File: config.mk
export PLATFORM = sky130hd
export DESIGN_NAME = life_pattern_loader
export DESIGN_NICKNAME = d
export VERILOG_FILES = /design/src/rtl/life_pkg.sv /design/src/rtl/life_pattern_rom.sv /design/src/rtl/life_pattern_loader.sv
export SDC_FILE = /design/constraint.sdc
export NUM_CORES = 1
export LEC_CHECK = 0
export ABC_AREA = 0
export CORE_AREA = 10 10 66 68
export DETAILED_ROUTE_END_ITERATION = 16
export DIE_AREA = 0 0 76 78
export SYNTH_ARGS = -nofsm -noshare
export SYNTH_HDL_FRONTEND = slang
export SYNTH_SLANG_ARGS = --single-unit
File: constraint.sdc
create_clock -name clk -period 2 [get_ports clk]
set_input_delay 0.6 -clock clk [delete_from_list [all_inputs] [get_ports clk]]
set_output_delay 0.6 -clock clk [all_outputs]
set_load 0.005 [all_outputs]
File: src/rtl/life_pkg.sv
// Shared constants, preset patterns and loader state encoding for the 4x4 life array.
package life_pkg;
  localparam int CELLS    = 16;
  localparam int GRID_DIM = 4;

  // Bit k of each pattern is cell k = GRID_DIM*row + col.
  localparam logic [CELLS-1:0] PAT_BLINKER = 16'h0070;
  localparam logic [CELLS-1:0] PAT_BLOCK   = 16'h0660;
  localparam logic [CELLS-1:0] PAT_GLIDER  = 16'h0742;

  typedef enum logic [1:0] {
    ST_IDLE  = 2'd0,
    ST_SYNC  = 2'd1,
    ST_WRITE = 2'd2,
    ST_DONE  = 2'd3
  } state_e;
endpackage

File: src/rtl/life_pattern_rom.sv
// Combinational preset lookup: 2-bit select to 16-cell pattern, slot 3 user-defined.
module life_pattern_rom
  import life_pkg::*;
#(
  parameter logic [CELLS-1:0] PATTERN3 = 16'h0000
) (
  input  logic [1:0]       sel_i,
  output logic [CELLS-1:0] pattern_o
);
  always_comb begin
    pattern_o = PATTERN3;
    case (sel_i)
      2'd0:    pattern_o = PAT_BLINKER;
      2'd1:    pattern_o = PAT_BLOCK;
      2'd2:    pattern_o = PAT_GLIDER;
      default: pattern_o = PATTERN3;
    endcase
  end
endmodule

File: src/rtl/life_pattern_loader.sv
// Writes a preset pattern into the life array one cell per clock, optionally frame-aligned,
// and inhibits the generation step for the whole burst.
module life_pattern_loader
  import life_pkg::*;
#(
  parameter bit               WAIT_FRAME = 1'b1,
  parameter logic [CELLS-1:0] PATTERN3   = 16'h0000
) (
  input  logic       clk,
  input  logic       reset,
  input  logic       load,
  input  logic [1:0] pattern_sel,
  input  logic       frame,
  output logic [1:0] row,
  output logic [1:0] col,
  output logic       val,
  output logic       write_enb,
  output logic       busy,
  output logic       done,
  output logic       run_inhibit
);
  state_e           state_q, state_d;
  logic [3:0]       index_q, index_d;
  logic [CELLS-1:0] pattern_q, pattern_d;
  logic [CELLS-1:0] rom_pattern;

  life_pattern_rom #(.PATTERN3(PATTERN3)) u_rom (
    .sel_i     (pattern_sel),
    .pattern_o (rom_pattern)
  );

  always_ff @(posedge clk) begin
    if (reset) begin
      state_q   <= ST_IDLE;
      index_q   <= '0;
      pattern_q <= '0;
    end else begin
      state_q   <= state_d;
      index_q   <= index_d;
      pattern_q <= pattern_d;
    end
  end

  always_comb begin
    state_d   = state_q;
    index_d   = index_q;
    pattern_d = pattern_q;
    case (state_q)
      ST_IDLE: begin
        if (load) begin
          pattern_d = rom_pattern;
          index_d   = '0;
          state_d   = WAIT_FRAME ? ST_SYNC : ST_WRITE;
        end
      end
      ST_SYNC: begin
        if (frame) state_d = ST_WRITE;
      end
      ST_WRITE: begin
        // Index wraps to 0 after cell 15, but the FSM leaves WRITE at that point.
        index_d = index_q + 4'd1;
        if (index_q == 4'(CELLS - 1)) state_d = ST_DONE;
      end
      ST_DONE: state_d = ST_IDLE;
      default: state_d = ST_IDLE;
    endcase
  end

  // Every output decodes registered state only, so no input reaches an output combinationally.
  assign write_enb   = (state_q == ST_WRITE);
  assign row         = index_q[3:2];
  assign col         = index_q[1:0];
  assign val         = write_enb & pattern_q[index_q];
  assign busy        = (state_q != ST_IDLE);
  assign done        = (state_q == ST_DONE);
  assign run_inhibit = busy;
endmodule
==> metrics.txt <==
Post-Route WL 1740 microns; ratio of cells with drive above 1 in the final layout 25.2%; Worst-Skew Late Latency between 200 and 300 ps; Worst EP required 1400 ps; crit path kind reg -> out; fin area 0.00102 sq mm; hpwl dp 1390 microns; Final Cycle Share 95.1%; Final Slew Violations 0; HP Class reg -> reg; Clock Pin Slew Worst Setup and Hold Paths 70 ps; Die W roughly 76 microns; reg2reg path depth 8; largest net degree at the start of global routing 12; crit start category flip-flop; final hold vios 0; crit-path max FO 6; Iteration-0 DRC Markers 18; unrepaired setup endpoints after global routing false; Post-Syn Nets between 100 and 150; sequential fraction of the synthesis area a little under a third; worst hold slack 472 ps; Final min period 1900 ps; vias in the first global route 723; Core ar. 0.00318 sq mm; relative slew slack a little under three quarters; Ys Warns 0; H-tree Lvls 1; Slowest-stage cell, CP clkdlybuf4s50_1; Max VDD drop 0.305 mV; initial core utilization 22.4%; gr usage total 6.45%; clock sinks 11; Max clock buf depth 2; Max Cap Viol 0; vias post-DR slightly below 700; worst hold path endpoint pattern_q[4]; CP cell instances buf_4 -> clkdlybuf4s50_1; routability cong. 0.747; Most used DFF post-synth dfxtp_1; fmax about 530 MHz; Boundary Pins 15; R2R setup slack 310 ps; I/O Buffers 14; setup bufs post-CTS 0; Setup Viol. Count Final 0; die area roughly 0.0059 sq mm; pwr dens about 1000 mW/mm^2; worst slack, placed 23.4 ps; number of synthesized flops with an enable pin 0; Synth async-reset ratio 0%; Clock Skew 1.06 ps; final worst-path setup slack 98.8 ps; hold_sp pattern_q[4]; Mean Syn Cell Area 8.38 sq um; Remaining DRCs 0; TritonCTS clock tree built; height of the die roughly 78 microns; fillers between 300 and 400; number of cells produced by synthesis 85; Yosys cell types 25; first-pass GRT wire length approximately 3100 microns; capturing point of the worst reg2reg path state_q[1]; total placed instance area approximately 980 sq um; clk root buf clkbuf_4; initial antenna violation count 0; Hold Buf Count CTS 0; endpoint arrival time on the critical path 1300 ps; DR WL/cell 11.1 microns; Core Rows 21; CTS buffer count 3; Cell Area, Synth 712 sq um; Lkg Pwr 0.427 nW; max incr delay on CP approximately 500 ps; drt pass-1 iters 4; critical path capture point type output port; status finished, final reports clean; Post-DRT Antenna Nets 0; register bit total from synthesis 11; Vias per Instance about 4.3; nets@finish 128; hold-critical path depth 2; worst r2r src state_q[0]; area delta synth->final 43.4%; grt total ovfl 0; ant diodes 0; worst slew pin tran 425 ps
worst max path at each step:
stage / from / to / slack (ps) / cells after the start
4_1_cts: index_q[2] / val / -4 / 4
6_report: index_q[0] / col[0] / 100 / 2
3_3_place_gp: index_q[2] / val / 60 / 4
3_5_place_dp: index_q[2] / val / 20 / 4
5_1_grt: state_q[0] / busy / 6 / 5
2_1_floorplan: state_q[0] / val / 370 / 5
report_power, final:
group | switching (mW) | internal, mW | leakage, nW
registers | 0.0338 | 0.266 | 0.0918
clock network | 0.0757 | 0.0773 | 0.0150
logic | 0.279 | 0.280 | 0.320
cell families (layout without fill, tap and decap cells):
| family | count (synthesis) | in the layout | share of synthesized area (%) |
|---|---|---|---|
| flops | 11 | 11 | 30.9 |
| buf+inv | 10 | 36 | 5.98 |
| mux | 3 | 3 | 4.39 |
| fa+ha+maj | 10 | 10 | 17.6 |
| simple gates | 32 | 32 | 23.7 |
| compound gates | 19 | 19 | 17.4 |
Yosys cell counts (2+ instances only):
library cell | count | area, sq um
a21oi_1 | 9 | 45.0
dfxtp_1 | 11 | 220
ha_1 | 10 | 125
inv_1 | 7 | 26.3
mux2i_1 | 2 | 20.0
nand2_1 | 6 | 22.5
nand3_1 | 4 | 20.0
nand3b_1 | 2 | 15.0
nor2_1 | 9 | 33.8
nor3_1 | 3 | 15.0
nor3b_1 | 2 | 15.0
o21ai_0 | 7 | 35.0
flip-flops by register name (all words and copies together), names as in the netlist:
register	flops
pattern_q	5
index_q	4
state_q	2
through the flow:
stage	instances	total power [mW]	util, %	setup TNS [ps]
5_1_grt	157	1.11	32.1	0
4_1_cts	157	1.01	32.0	-4.45
2_1_floorplan	85	0.616	-	0
3_3_place_gp	153	0.843	30.7	0
6_report	157	1.01	32.1	0
3_5_place_dp	153	0.856	30.7	0
layer usage:
layer	wire length (microns)	GRT usage, %
met3	42	1.38
met4	39	5.30
met2	904	11.5
met5	0	0
met1	758	6.36
area by class of cell:
| cell class | count | area [sq um] | area share, % |
|---|---|---|---|
| inverter | 7 | 26.3 | 2.57 |
| clock buffer | 4 | 26.3 | 2.57 |
| multi-input combinational | 64 | 468 | 45.8 |
| tap | 46 | 57.6 | 5.64 |
| timing repair buffer | 25 | 216 | 21.2 |
| sequential | 11 | 226 | 22.2 |
cells in the final DEF, fill, tap and decap left out, types with 2 or more instances in the layout:
cell	netlist	routed
buf_4	1	10
nor2_1	9	9
clkdlybuf4s50_1	0	9
a21oi_1	9	8
ha_1	10	8
inv_1	7	6
o21ai_0	7	6
nand2_1	6	6
dfxtp_1	11	6
dfxtp_2	0	5
nand3_1	4	4
dlygate4sd2_1	0	4
nor3_1	3	3
clkbuf_4	0	3
nand3b_1	2	2
mux2i_1	2	2
nor3b_1	2	2
worst max-delay path, delay by kind of cell (launching register included):
family / cells / cell delay [ps]
buffers and inverters: 2 / 650
DFF: 1 / 380
what timing repair did:
item / in CTS / in global routing
gates resized for setup: 12 / 7
hold endpoints to repair: 0 / 0
setup endpoints to repair: 5 / 4
cloned: 0 / 0
pin swaps: 1 / 1
Note: power is estimated with default switching activity, not from simulation.
